### src/rtl/mc_pkg.sv
// rtl/mc_pkg.sv - shared types, opcodes and select encodings for the multicycle controller
package mc_pkg;

   typedef enum logic [3:0] {
      S_FETCH,
      S_DECODE,
      S_MEMADR,
      S_MEMREAD,
      S_MEMWB,
      S_MEMWRITE,
      S_EXECR,
      S_EXECI,
      S_ALUWB,
      S_BRANCH,
      S_JALR,
      S_JAL,
      S_LUI,
      S_TRAP
   } statetype;

   localparam logic [6:0] OP_LOAD   = 7'b0000011;
   localparam logic [6:0] OP_STORE  = 7'b0100011;
   localparam logic [6:0] OP_R      = 7'b0110011;
   localparam logic [6:0] OP_I      = 7'b0010011;
   localparam logic [6:0] OP_BRANCH = 7'b1100011;
   localparam logic [6:0] OP_JAL    = 7'b1101111;
   localparam logic [6:0] OP_JALR   = 7'b1100111;
   localparam logic [6:0] OP_LUI    = 7'b0110111;

   localparam logic [1:0] SRCA_PC    = 2'b00;
   localparam logic [1:0] SRCA_OLDPC = 2'b01;
   localparam logic [1:0] SRCA_RS1   = 2'b10;

   localparam logic [1:0] SRCB_RS2  = 2'b00;
   localparam logic [1:0] SRCB_IMM  = 2'b01;
   localparam logic [1:0] SRCB_FOUR = 2'b10;

   localparam logic [1:0] RES_ALUOUT    = 2'b00;
   localparam logic [1:0] RES_DATA      = 2'b01;
   localparam logic [1:0] RES_ALURESULT = 2'b10;
   localparam logic [1:0] RES_IMMEXT    = 2'b11;

   localparam logic [2:0] IMM_I = 3'b000;
   localparam logic [2:0] IMM_S = 3'b001;
   localparam logic [2:0] IMM_B = 3'b010;
   localparam logic [2:0] IMM_J = 3'b011;
   localparam logic [2:0] IMM_U = 3'b100;

   localparam logic [2:0] ALU_ADD  = 3'b000;
   localparam logic [2:0] ALU_SLL  = 3'b001;
   localparam logic [2:0] ALU_SLT  = 3'b010;
   localparam logic [2:0] ALU_SLTU = 3'b011;
   localparam logic [2:0] ALU_XOR  = 3'b100;
   localparam logic [2:0] ALU_SR   = 3'b101;
   localparam logic [2:0] ALU_OR   = 3'b110;
   localparam logic [2:0] ALU_AND  = 3'b111;

   // Branch resolution from funct3 and the ALU result of the compare.
   // funct3 010/011 are not branch encodings and never take.
   function automatic logic branch_taken(input logic [2:0] funct3, input logic [31:0] alu_result);
      logic w_zero;
      w_zero = (alu_result == 32'd0);
      case (funct3)
         3'b000:  branch_taken = w_zero;
         3'b001:  branch_taken = ~w_zero;
         3'b100,
         3'b110:  branch_taken = alu_result[0];
         3'b101,
         3'b111:  branch_taken = ~alu_result[0];
         default: branch_taken = 1'b0;
      endcase
   endfunction

endpackage

### src/rtl/mc_if.sv
// rtl/mc_if.sv - controller to datapath/memory signal bundle
interface mc_if;

   logic [6:0]  Op;
   logic [2:0]  Funct3;
   logic        Funct7b5;
   logic [31:0] ALUResult;
   logic        MemReady;

   logic        MemReq;
   logic        MemWrite;
   logic        AdrSrc;
   logic        IRWrite;
   logic        PCWrite;
   logic        RegWrite;
   logic [1:0]  ALUSrcA;
   logic [1:0]  ALUSrcB;
   logic [1:0]  ResultSrc;
   logic [2:0]  ImmSrc;
   logic [2:0]  ALUSelect;
   logic        SubArith;
   logic        IllegalInstr;

   // Controller side: consumes instruction fields and status, drives controls.
   modport master (
      input  Op, Funct3, Funct7b5, ALUResult, MemReady,
      output MemReq, MemWrite, AdrSrc, IRWrite, PCWrite, RegWrite,
      output ALUSrcA, ALUSrcB, ResultSrc, ImmSrc, ALUSelect, SubArith, IllegalInstr
   );

   // Datapath and memory side.
   modport slave (
      output Op, Funct3, Funct7b5, ALUResult, MemReady,
      input  MemReq, MemWrite, AdrSrc, IRWrite, PCWrite, RegWrite,
      input  ALUSrcA, ALUSrcB, ResultSrc, ImmSrc, ALUSelect, SubArith, IllegalInstr
   );

endinterface

### src/rtl/mc_controller_aludec.sv
// rtl/mc_controller_aludec.sv - ALU operation decode for execute and branch compare
module mc_controller_aludec
   import mc_pkg::*;
(
   input  logic [6:0] i_op,
   input  logic [2:0] i_funct3,
   input  logic       i_funct7b5,
   input  logic       i_branch,
   output logic [2:0] o_alu_select,
   output logic       o_sub_arith
);

   // Branches map onto a compare; ALU ops take funct3 directly, with SLT
   // always subtracting because it needs the difference's sign.
   always_comb begin
      o_alu_select = ALU_ADD;
      o_sub_arith  = 1'b0;
      if (i_branch) begin
         case (i_funct3[2:1])
            2'b00: begin
               o_alu_select = ALU_ADD;
               o_sub_arith  = 1'b1;
            end
            2'b10: begin
               o_alu_select = ALU_SLT;
               o_sub_arith  = 1'b1;
            end
            2'b11: begin
               o_alu_select = ALU_SLTU;
               o_sub_arith  = 1'b0;
            end
            default: begin
               o_alu_select = ALU_ADD;
               o_sub_arith  = 1'b0;
            end
         endcase
      end else begin
         o_alu_select = i_funct3;
         case (i_funct3)
            ALU_SR:  o_sub_arith = i_funct7b5;
            ALU_ADD: o_sub_arith = i_funct7b5 & (i_op == OP_R);
            ALU_SLT: o_sub_arith = 1'b1;
            default: o_sub_arith = 1'b0;
         endcase
      end
   end

endmodule

### src/rtl/mc_controller.sv
// rtl/mc_controller.sv - multicycle RISC-V control FSM
module mc_controller
   import mc_pkg::*;
(
   input  logic clk,
   input  logic reset,
   mc_if.master bus
);

   statetype    r_state;

   logic [2:0]  w_dec_alu_select;
   logic        w_dec_sub_arith;
   logic        w_taken;

   logic        w_mem_req;
   logic        w_mem_write;
   logic        w_adr_src;
   logic        w_ir_write;
   logic        w_pc_write;
   logic        w_reg_write;
   logic [1:0]  w_alu_src_a;
   logic [1:0]  w_alu_src_b;
   logic [1:0]  w_result_src;
   logic [2:0]  w_imm_src;
   logic [2:0]  w_alu_select;
   logic        w_sub_arith;
   logic        w_illegal;

   mc_controller_aludec u_aludec (
      .i_op         (bus.Op),
      .i_funct3     (bus.Funct3),
      .i_funct7b5   (bus.Funct7b5),
      .i_branch     (r_state == S_BRANCH),
      .o_alu_select (w_dec_alu_select),
      .o_sub_arith  (w_dec_sub_arith)
   );

   assign w_taken = branch_taken(bus.Funct3, bus.ALUResult);

   // State sequencing; memory states hold until MemReady, TRAP holds until reset.
   always_ff @(posedge clk or posedge reset) begin
      if (reset) begin
         r_state <= S_FETCH;
      end else begin
         case (r_state)
            S_FETCH:    if (bus.MemReady) r_state <= S_DECODE;
            S_DECODE: begin
               case (bus.Op)
                  OP_LOAD,
                  OP_STORE:  r_state <= S_MEMADR;
                  OP_R:      r_state <= S_EXECR;
                  OP_I:      r_state <= S_EXECI;
                  OP_BRANCH: r_state <= S_BRANCH;
                  OP_JAL:    r_state <= S_JAL;
                  OP_JALR:   r_state <= S_JALR;
                  OP_LUI:    r_state <= S_LUI;
                  default:   r_state <= S_TRAP;
               endcase
            end
            S_MEMADR:   r_state <= (bus.Op == OP_LOAD) ? S_MEMREAD : S_MEMWRITE;
            S_MEMREAD:  if (bus.MemReady) r_state <= S_MEMWB;
            S_MEMWB:    r_state <= S_FETCH;
            S_MEMWRITE: if (bus.MemReady) r_state <= S_FETCH;
            S_EXECR:    r_state <= S_ALUWB;
            S_EXECI:    r_state <= S_ALUWB;
            S_ALUWB:    r_state <= S_FETCH;
            S_BRANCH:   r_state <= S_FETCH;
            S_JALR:     r_state <= S_JAL;
            S_JAL:      r_state <= S_ALUWB;
            S_LUI:      r_state <= S_FETCH;
            S_TRAP:     r_state <= S_TRAP;
            default:    r_state <= S_FETCH;
         endcase
      end
   end

   // Control decode from state; the only input-dependent enables are the
   // FETCH completion strobes and the branch-taken PC write.
   always_comb begin
      w_mem_req    = 1'b0;
      w_mem_write  = 1'b0;
      w_adr_src    = 1'b0;
      w_ir_write   = 1'b0;
      w_pc_write   = 1'b0;
      w_reg_write  = 1'b0;
      w_alu_src_a  = SRCA_PC;
      w_alu_src_b  = SRCB_RS2;
      w_result_src = RES_ALUOUT;
      w_imm_src    = IMM_I;
      w_alu_select = ALU_ADD;
      w_sub_arith  = 1'b0;
      w_illegal    = 1'b0;
      case (r_state)
         S_FETCH: begin
            w_mem_req    = 1'b1;
            w_alu_src_a  = SRCA_PC;
            w_alu_src_b  = SRCB_FOUR;
            w_result_src = RES_ALURESULT;
            w_ir_write   = bus.MemReady;
            w_pc_write   = bus.MemReady;
         end
         S_DECODE: begin
            w_alu_src_a = SRCA_OLDPC;
            w_alu_src_b = SRCB_IMM;
            w_imm_src   = (bus.Op == OP_BRANCH) ? IMM_B : IMM_J;
         end
         S_MEMADR: begin
            w_alu_src_a = SRCA_RS1;
            w_alu_src_b = SRCB_IMM;
            w_imm_src   = (bus.Op == OP_STORE) ? IMM_S : IMM_I;
         end
         S_MEMREAD: begin
            w_mem_req    = 1'b1;
            w_adr_src    = 1'b1;
            w_result_src = RES_ALUOUT;
         end
         S_MEMWB: begin
            w_result_src = RES_DATA;
            w_reg_write  = 1'b1;
         end
         S_MEMWRITE: begin
            w_mem_req    = 1'b1;
            w_mem_write  = 1'b1;
            w_adr_src    = 1'b1;
            w_result_src = RES_ALUOUT;
         end
         S_EXECR: begin
            w_alu_src_a  = SRCA_RS1;
            w_alu_src_b  = SRCB_RS2;
            w_alu_select = w_dec_alu_select;
            w_sub_arith  = w_dec_sub_arith;
         end
         S_EXECI: begin
            w_alu_src_a  = SRCA_RS1;
            w_alu_src_b  = SRCB_IMM;
            w_imm_src    = IMM_I;
            w_alu_select = w_dec_alu_select;
            w_sub_arith  = w_dec_sub_arith;
         end
         S_ALUWB: begin
            w_result_src = RES_ALUOUT;
            w_reg_write  = 1'b1;
         end
         S_BRANCH: begin
            w_alu_src_a  = SRCA_RS1;
            w_alu_src_b  = SRCB_RS2;
            w_result_src = RES_ALUOUT;
            w_alu_select = w_dec_alu_select;
            w_sub_arith  = w_dec_sub_arith;
            w_pc_write   = w_taken;
         end
         S_JALR: begin
            w_alu_src_a = SRCA_RS1;
            w_alu_src_b = SRCB_IMM;
            w_imm_src   = IMM_I;
         end
         S_JAL: begin
            w_alu_src_a  = SRCA_OLDPC;
            w_alu_src_b  = SRCB_FOUR;
            w_result_src = RES_ALUOUT;
            w_pc_write   = 1'b1;
         end
         S_LUI: begin
            w_imm_src    = IMM_U;
            w_result_src = RES_IMMEXT;
            w_reg_write  = 1'b1;
         end
         S_TRAP: begin
            w_illegal = 1'b1;
         end
         default: begin
            w_illegal = 1'b0;
         end
      endcase
   end

   // State sits in FETCH during reset, so the enables are masked directly
   // by reset to keep the memory port quiet without waiting for a clock.
   assign bus.MemReq       = w_mem_req   & ~reset;
   assign bus.MemWrite     = w_mem_write & ~reset;
   assign bus.IRWrite      = w_ir_write  & ~reset;
   assign bus.PCWrite      = w_pc_write  & ~reset;
   assign bus.RegWrite     = w_reg_write & ~reset;
   assign bus.IllegalInstr = w_illegal   & ~reset;
   assign bus.AdrSrc       = w_adr_src;
   assign bus.ALUSrcA      = w_alu_src_a;
   assign bus.ALUSrcB      = w_alu_src_b;
   assign bus.ResultSrc    = w_result_src;
   assign bus.ImmSrc       = w_imm_src;
   assign bus.ALUSelect    = w_alu_select;
   assign bus.SubArith     = w_sub_arith;

endmodule

### src/flat_wrapper.sv
// flat-port wrapper written by rule: the top's interface ports become plain ports
module mc_controller_flat import mc_pkg::*;
  (clk, reset, bus_Op, bus_Funct3, bus_Funct7b5, bus_ALUResult, bus_MemReady, bus_MemReq, bus_MemWrite, bus_AdrSrc, bus_IRWrite, bus_PCWrite, bus_RegWrite, bus_ALUSrcA, bus_ALUSrcB, bus_ResultSrc, bus_ImmSrc, bus_ALUSelect, bus_SubArith, bus_IllegalInstr);
  mc_if bus_i ();
  input  logic clk;
  input  logic reset;
  input wire logic [$bits(bus_i.Op)-1:0] bus_Op;
  input wire logic [$bits(bus_i.Funct3)-1:0] bus_Funct3;
  input wire logic [$bits(bus_i.Funct7b5)-1:0] bus_Funct7b5;
  input wire logic [$bits(bus_i.ALUResult)-1:0] bus_ALUResult;
  input wire logic [$bits(bus_i.MemReady)-1:0] bus_MemReady;
  output wire logic [$bits(bus_i.MemReq)-1:0] bus_MemReq;
  output wire logic [$bits(bus_i.MemWrite)-1:0] bus_MemWrite;
  output wire logic [$bits(bus_i.AdrSrc)-1:0] bus_AdrSrc;
  output wire logic [$bits(bus_i.IRWrite)-1:0] bus_IRWrite;
  output wire logic [$bits(bus_i.PCWrite)-1:0] bus_PCWrite;
  output wire logic [$bits(bus_i.RegWrite)-1:0] bus_RegWrite;
  output wire logic [$bits(bus_i.ALUSrcA)-1:0] bus_ALUSrcA;
  output wire logic [$bits(bus_i.ALUSrcB)-1:0] bus_ALUSrcB;
  output wire logic [$bits(bus_i.ResultSrc)-1:0] bus_ResultSrc;
  output wire logic [$bits(bus_i.ImmSrc)-1:0] bus_ImmSrc;
  output wire logic [$bits(bus_i.ALUSelect)-1:0] bus_ALUSelect;
  output wire logic [$bits(bus_i.SubArith)-1:0] bus_SubArith;
  output wire logic [$bits(bus_i.IllegalInstr)-1:0] bus_IllegalInstr;
  assign bus_i.Op = bus_Op;
  assign bus_i.Funct3 = bus_Funct3;
  assign bus_i.Funct7b5 = bus_Funct7b5;
  assign bus_i.ALUResult = bus_ALUResult;
  assign bus_i.MemReady = bus_MemReady;
  assign bus_MemReq = bus_i.MemReq;
  assign bus_MemWrite = bus_i.MemWrite;
  assign bus_AdrSrc = bus_i.AdrSrc;
  assign bus_IRWrite = bus_i.IRWrite;
  assign bus_PCWrite = bus_i.PCWrite;
  assign bus_RegWrite = bus_i.RegWrite;
  assign bus_ALUSrcA = bus_i.ALUSrcA;
  assign bus_ALUSrcB = bus_i.ALUSrcB;
  assign bus_ResultSrc = bus_i.ResultSrc;
  assign bus_ImmSrc = bus_i.ImmSrc;
  assign bus_ALUSelect = bus_i.ALUSelect;
  assign bus_SubArith = bus_i.SubArith;
  assign bus_IllegalInstr = bus_i.IllegalInstr;
  mc_controller u_core (.clk(clk), .reset(reset), .bus(bus_i));
endmodule
### config.mk
export PLATFORM = sky130hd
export DESIGN_NAME = mc_controller_flat
export DESIGN_NICKNAME = d
export VERILOG_FILES = /design/src/rtl/mc_pkg.sv /design/src/rtl/mc_if.sv /design/src/rtl/mc_controller_aludec.sv /design/src/rtl/mc_controller.sv /design/src/flat_wrapper.sv
export SDC_FILE = /design/constraint.sdc
export NUM_CORES = 1
export LEC_CHECK = 0
export ABC_AREA = 1
export CAP_MARGIN = 5
export CORE_MARGIN = 3
export CORE_UTILIZATION = 38
export DETAILED_ROUTE_END_ITERATION = 8
export PLACE_DENSITY = 0.87
export SLEW_MARGIN = 30
export SYNTH_ARGS = -nofsm -noshare
export SYNTH_HDL_FRONTEND = slang
export SYNTH_HIERARCHICAL = 1
export SYNTH_SLANG_ARGS = --single-unit
### constraint.sdc
create_clock -name clk -period 2.55 [get_ports clk]
set_clock_uncertainty 0.05 [all_clocks]
set_input_delay 0.51 -clock clk [delete_from_list [all_inputs] [get_ports clk]]
set_output_delay 0.51 -clock clk [all_outputs]
set_load 0.01 [all_outputs]
# Yosys cells after proc, flatten, opt, wreduce, memory -nomap -nowiden
# Index checks and enable logic that the tools add are counted.
# Widths: inputs -> output; s select.
# op_classes
n_eq_ne	32
mux	27
n_bitwise	10
n_reduce_logical	18
# op_table
op	count
$logic_not 32->1	1
$pmux 4 s8	1
$pmux 4 s7	1
$eq 4x4->1 const B	6
$eq 7x6->1 const B	3
$eq 7x7->1 const B	3
$eq 4x3->1 const B	4
$reduce_or 2->1	7
$eq 3x3->1 const B	4
$mux 4	3
$pmux 2 s2	3
$reduce_or 3->1	4
$mux 1	11
$mux 3	3
$pmux 3 s3	1
$eq 4x2->1 const B	2
$and 1x1->1	7
$eq 7x2->1 const B	1
$eq 7x5->1 const B	1
$ne 2x2->1 const B	3
$pmux 1 s3	2
$pmux 2 s3	1
$reduce_or 5->1	1
$eq 2x2->1 const B	2
10 further kinds	12
# word_totals
inputBits	46
register_bits	4

# Longest topological paths before layout
# Gate-level depths: netlist of run 1.
# depth
depth_word	5
ltp_mapped	12

# Modules after synthesis
# Netlist of run 1, hierarchy kept.
# modules_own_cells
module	n_inst	cells_each	area_each_um2
mc_controller	1	161	822.0
mc_controller_aludec	1	26	106.4

# Worst setup path before layout of run 1
# OpenSTA, ideal clock, no wires.
# synth_timing
kind	register to output
from	register u_core.r_state[1]
to	output port bus_SubArith
t_arrival_ns	1.319
stages_incl_launch_ff	10
slack_ns	0.671
n_path_buf	0
path_cell_list	dfrtp_1 > nor2_1 > inv_2 > nor2_1 > inv_2 > nand2_2 > nand3_1 > nand2_1 > inv_1 > nor2_1
# synth_via
elab_chain_cells	3
word_cells_on_any_way	6
# synth_rtl
element	line_no	source
from (decl)	mc_controller.sv:10	statetype r_state;
from (signal assigned)	mc_controller.sv:61	S_MEMADR: r_state <= (bus.Op == OP_LOAD) ? S_MEMREAD : S_MEMWRITE;
$eq 4x4->1	mc_controller.sv:34	.i_branch (r_state == S_BRANCH),
$mux 1	mc_controller_aludec.sv:18	if (i_branch) begin
via u_core.w_dec_sub_arith	mc_controller.sv:13	logic w_dec_sub_arith;
$mux 1	mc_controller.sv:94	case (r_state)
to (decl)	flat_wrapper.sv:23	output wire logic [$bits(bus_i.SubArith)-1:0] bus_SubArith;
# The timed path passes the listed nets, and every way through them passes these cells.

# Final worst setup path of run 1
# layout_timing
from	input port bus_Funct3[2]
to	output port bus_ALUSelect[2]
# layout_via
elab_chain_cells	2
# layout_rtl
element	line_no	source
from (decl)	flat_wrapper.sv:8	input wire logic [$bits(bus_i.Funct3)-1:0] bus_Funct3;
$mux 3	mc_controller_aludec.sv:18	
via u_core.w_dec_alu_select[2]	mc_controller.sv:12	logic [2:0] w_dec_alu_select;
$mux 3	mc_controller.sv:94	
to (decl)	flat_wrapper.sv:22	output wire logic [$bits(bus_i.ALUSelect)-1:0] bus_ALUSelect;
# The timed path passes the listed nets, and every way through them passes these cells.

==> flow_summary.json, run 1 <==
{
  "status": "complete, no violations",
  "power_uw": 992,
  "drt_wl_total_mm": 3.24,
  "nets": 322,
  "ys_seq_area_share_pct": 10.8,
  "setup_viol": 0,
  "port_buffers": 65,
  "synth.top_cell.area_share_pct": 21.0,
  "synthCells": 187,
  "critPathMaxFanout": 5,
  "cts_setup_buffers": 0,
  "area_growth_pct": 92.6,
  "pre_cts_ws_ns": -0.238,
  "multi_input_comb_area_sq_um": 703,
  "postRouteAntennaNets": 0,
  "vias": 1404,
  "worst_pin_slew_ns": 0.397,
  "cts_root_buf": "clkbuf_4",
  "synth.largest_area_cell": "nand2_1",
  "ys.warnings.count": 6,
  "grt_usage_pct": 20.3,
  "h-tree-depth": 1,
  "core_region_area_sq_um": 2250,
  "fin_ws_ns": 0.0322,
  "die_width_microns": 55.4,
  "crit_chain": "clkdlybuf4s50_1, buf_4, inv_1, nor2_1, inv_1, nor2_1, clkdlybuf4s50_1",
  "hp-class": "reg -> reg",
  "finalWeightedCongestion": 0.914,
  "fin_cells": 302,
  "ir_worst_vdd_mv": 0.793,
  "cts_sinks": 4,
  "antenna_found_initial": 0,
  "layout-drive-gt1-share_pct": 19.3,
  "fill_cells": 192,
  "critPathSlowestCell": "clkdlybuf4s50_1",
  "insertion_delay_ns": 0.22,
  "r2r-start": "u_core/r_state[2]",
  "dr.pass1.iters": 4,
  "cp.required_ns": 1.99,
  "postCtsHoldBufs": 0,
  "synth_seq_cells": 4,
  "powerDensity_nw_per_um2": 555,
  "crit_start": "bus_Funct3[2]",
  "grt_max_degree": 8,
  "clk_path_buf_depth": 2,
  "dp_hpwl_mm": 2.86,
  "numCtsBuffers": 3,
  "rows": 17,
  "fin_tns_setup_ns": 0,
  "hp-start": "u_core/r_state[3]",
  "period_needed_ns": 2.52,
  "crit_path_max_incr_delay_ns": 0.54,
  "worstPathArrival_ns": 1.96,
  "dp_cells": 299,
  "cts_tree": "yes",
  "largest_reg_flops": 4,
  "crit_type": "in -> out",
  "largest-register": "u_core/r_state",
  "cp_top_family": "buffers and inverters",
  "diodes": 0,
  "drcViolationCount": 0,
  "avgSynthCellArea_sq_um": 4.96,
  "pin_count": 66,
  "report.final.slew_viol_count": 0,
  "relSlewSlack_pct": 73.6,
  "cp-end-kind": "output pin",
  "drt_iter0_markers": 34,
  "seqCellArea_sq_um": 103,
  "p_leak_uw": 0.000896,
  "synth.area.top_cells": "nand2_1 (21%), nor2_1 (19%), inv_1 (12%)",
  "viasPerCell": 4.65,
  "synth_nets": 233,
  "die_h_microns": 55.4,
  "critPathBufInv": 5,
  "min_period_over_period_pct": 98.7,
  "top_regs": "u_core/r_state: 4 flops",
  "synthDistinctLibCells": 24,
  "syn_area_sq_um": 928,
  "cap_violations": 0,
  "hold_viol_final": 0,
  "dieArea_sq_um": 3070,
  "path_clk_slew_ns": 0.03,
  "routedWlPerCell_microns": 10.7,
  "grt_pass1_wl_mm": 5.27,
  "fmax_ghz": 0.397,
  "grt_pass1_vias": 1334,
  "start_util_pct": 41.2,
  "critPathLaunchType": "input pin",
  "overflow": 0
}
## cell usage after synthesis
| cell type | instances |
|---|---|
| clkinv_2 | 1 |
| nor3_1 | 4 |
| nand2_1 | 52 |
| o211ai_1 | 1 |
| or2_2 | 1 |
| nand3_2 | 2 |
| inv_2 | 6 |
| inv_1 | 30 |
| dfrtp_1 | 4 |
| nor2_2 | 5 |
| o41ai_1 | 1 |
| o22ai_1 | 1 |
| nor3_2 | 1 |
| o21ai_0 | 4 |
| nor2_4 | 4 |
| nor2_1 | 46 |
| o221ai_1 | 1 |
| a21oi_2 | 2 |
| nand2_4 | 1 |
| nand3_1 | 11 |
| a21oi_1 | 5 |
| nand2_2 | 2 |
| o21a_1 | 1 |
| a211oi_1 | 1 |
## layer usage
metal | share of wire (%) | global-route usage, % | vias up
met5 | 0 | 0 | -
met4 | 1.5 | 4.17 | 0
met3 | 6.5 | 4.67 | 6
met2 | 50 | 39.2 | 55
met1 | 42 | 22.1 | 590
li1 | - | - | 753
## metrics by stage
stage	hold WS, ns	util (%)	cell area [sq um]
2_1_floorplan	0.234	-	928
3_3_place_gp	0.573	77.9	1760
3_5_place_dp	0.626	77.9	1760
4_1_cts	0.636	78.7	1770
5_1_grt	0.658	79.3	1790
6_report	0.621	79.3	1790
## repair_timing
action	CTS	global route
endpoints found under the setup margin	5	6
pin swaps	0	0
endpoints found under the hold margin	0	0
gates resized for setup	7	10
## cell usage in the layout, fill, tap and decap left out, drive strengths merged
cell type	count
dfrtp	4
nand2	55
nor2	55
o21ai	4
nand3	13
clkinv	1
a211oi	1
or2	1
clkbuf	4
inv	36
dlygate4sd2	5
nor3	5
o41ai	1
o21a	1
dlymetal6s2s	1
buf	19
o22ai	1
clkdlybuf4s50	58
o211ai	1
a21oi	7
o221ai	1
## tightest hold or removal path: cells and delay by family, from the launching register on
family,cells,cell delay [ns]
compound gates,2,0.19
flops,1,0.44
## cell type report
| cell class | count | area share [%] |
|---|---|---|
| Inverter | 37 | 7.84 |
| Timing Repair Buffer | 84 | 43.9 |
| Sequential cell | 4 | 5.74 |
| Multi-Input combinational cell | 146 | 39.3 |
| Tap cell | 28 | 1.96 |
| Clock buffer | 3 | 1.26 |
## logic make-up after synthesis
group | share of synthesized area [%]
compound gates | 11.7
flops | 10.8
simple gates | 62.4
buf+inv | 15.1
## where the power goes
group | internal, uW | switching, uW
logic | 381 | 414
registers | 89.6 | 35.5
clock network | 52.2 | 19.7
total | 522 | 469
## path summary, 6_finish.rpt
| check | end | slack, ns | cells past startpoint |
|---|---|---|---|
| min in group asynchronous | u_core/r_state[1] | 0.72 | 3 |
| max | bus_ALUSelect[2] | 0.03 | 7 |
| min reg2reg | u_core/r_state[1] | 0.62 | 2 |
| min | u_core/r_state[1] | 0.62 | 2 |
| max reg2reg | u_core/r_state[0] | 1.17 | 9 |
| max in group asynchronous | u_core/r_state[2] | 1.62 | 3 |
(Power assumes the default switching activity.)
==> inputs of run 2 (changes only) <==
- PLACE_DENSITY: 0.87 -> 0.91
- REMOVE_ABC_BUFFERS: unset -> 1
- SLEW_MARGIN: 30 -> 20
==> flow_summary.json, run 2 (synthesized netlist as in run 1, its figures left out) <==
{
  "grt_usage_pct": 21.3,
  "status": "complete, no violations",
  "min_period_over_period_pct": 96.7,
  "fin_cells": 304,
  "crit_chain": "inv_2, nand2_1, nor2_4, buf_4, nor2_1, inv_1, nor2_1, clkdlybuf4s50_1",
  "period_needed_ns": 2.47,
  "overflow": 0,
  "critPathLaunchType": "flip-flop",
  "cts_tree": "yes",
  "final_cell_mix": "clkdlybuf4s50_1 (56), nand2_1 (52), nor2_1 (45), inv_1 (29), buf_4 (21)",
  "worst_pin_slew_ns": 0.325,
  "grt_max_degree": 8,
  "grt_pass1_wl_mm": 5.33,
  "cts_sinks": 4,
  "clk_path_buf_depth": 2,
  "ff2ff_path_depth": 9,
  "setup_viol": 0,
  "relSlewSlack_pct": 78.1,
  "place_area_sq_um": 1770,
  "die_h_microns": 55.4,
  "r2r-start": "u_core/r_state[2]",
  "crit_type": "reg -> out",
  "routedWlPerCell_microns": 10.8,
  "hp-start": "u_core/r_state[0]",
  "crit_path_max_incr_delay_ns": 0.54,
  "ir_worst_vdd_mv": 0.663,
  "dp_cells": 301,
  "hp-class": "reg -> reg",
  "vias": 1447,
  "largest_reg_flops": 4,
  "port_buffers": 65,
  "report.final.slew_viol_count": 0,
  "final_common_cell": "clkdlybuf4s50_1",
  "hold_depth": 3,
  "hold-worst-slack_ns": 0.576,
  "top_regs": "u_core/r_state: 4 flops",
  "r2r_slack_ns": 1.12,
  "rows": 17,
  "area_growth_pct": 95.8,
  "antenna_found_initial": 0,
  "critPathSlowestCell": "clkdlybuf4s50_1",
  "dieArea_sq_um": 3070,
  "drt_iter0_markers": 39,
  "fmax_ghz": 0.405,
  "largest-register": "u_core/r_state",
  "die_width_microns": 55.4,
  "cp_top_family": "buffers and inverters",
  "pin_count": 66,
  "viasPerCell": 4.76,
  "cts_setup_buffers": 0,
  "cts_root_buf": "clkbuf_4",
  "drt_wl_total_mm": 3.29,
  "path_clk_slew_ns": 0.04,
  "grt_pass1_vias": 1275,
  "postRouteAntennaNets": 0,
  "finalWeightedCongestion": 0.892,
  "rsz0062_at_grt": "false",
  "hold_viol_final": 0,
  "fin_area_sq_um": 1820,
  "postCtsHoldBufs": 0,
  "cp-end-kind": "output pin",
  "worstPathArrival_ns": 1.91,
  "nets": 324,
  "dp_hpwl_mm": 2.86,
  "p_leak_uw": 0.000953,
  "numCtsBuffers": 3,
  "powerDensity_nw_per_um2": 553,
  "critPathBufInv": 4,
  "layout-drive-gt1-share_pct": 19.6,
  "r2r_end": "u_core/r_state[0]",
  "cap_violations": 0,
  "dr.pass1.iters": 4,
  "drcViolationCount": 0,
  "core_region_area_sq_um": 2250,
  "h-tree-depth": 1,
  "cp.required_ns": 1.99,
  "critPathMaxFanout": 4,
  "start_util_pct": 41.2,
  "fin_util_pct": 80.6,
  "diodes": 0,
  "cpMostUsedCell": "nor2_1",
  "whs_endpoint": "u_core/r_state[0]",
  "insertion_delay_ns": 0.24
}
-- run 2: changes by cell type in the layout (fill, tap and decap cells not counted), moves of 2 or more --
| cell | before | now |
|---|---|---|
| buf_4 | 19 | 21 |
| clkdlybuf4s50_1 | 58 | 56 |
| dfrtp_1 | 2 | 4 |
| dfrtp_2 | 2 | 0 |
| dlymetal6s2s_1 | 1 | 4 |
-- run 2: where the power goes --
group	switching [uW]	internal [uW]
combinational	422	384
clock	27.4	52.7
sequential	32.3	86.7
total	482	523
-- run 2: final cells by class --
class	count	area [sq um]
Clock buffer	3	22.5
Tap cell	28	35.0
Inverter	37	140
Fill cell	166	437
Multi-Input combinational cell	146	712
Timing Repair Buffer	86	808
Sequential cell	4	100
-- run 2: worst min-delay path, stage by stage (launching register included) --
cell     delay [ns]
dfrtp_1        0.33
buf_4          0.13
nand3_1        0.07
nand2_1        0.06
-- run 2: repair_timing --
item | 4_1_cts | 5_1_grt
gates resized for setup | 7 | 10
pin swaps | 0 | 2
setup endpoints to repair | 5 | 5
-- run 2: worst max-delay path by stage --
stage / start / endpoint / slack [ns] / cells past startpoint
floorplan: u_core/r_state[1] / bus_SubArith / 0.67 / 9
finish: u_core/r_state[2] / bus_ALUSelect[2] / 0.08 / 8
detailed placement: bus_ALUResult[0] / bus_PCWrite / -0.26 / 11
CTS: bus_ALUResult[0] / bus_PCWrite / 0.002 / 11
global route: u_core/r_state[2] / bus_ALUSelect[2] / 0.001 / 8
global placement: bus_ALUResult[0] / bus_PCWrite / -0.20 / 11
-- run 2: per-stage QoR --
| stage | TNS (ns) | worst slack, ns | power (uW) |
|---|---|---|---|
| 6_report | 0 | 0.0833 | 1000 |
| 5_1_grt | 0 | 0.00113 | 1090 |
| 4_1_cts | 0 | 0.00242 | 989 |
| 3_3_place_gp | -0.449 | -0.202 | 888 |
| 2_1_floorplan | 0 | 0.671 | 515 |
| 3_5_place_dp | -0.579 | -0.258 | 906 |
-- run 2: layer usage --
layer	wire length, microns	GRT usage, %	vias to the layer above
met5	0	0	-
met2	1620	37.2	73
met1	1290	24.3	613
met3	306	4.44	8
met4	79	10.4	0
li1	-	-	753
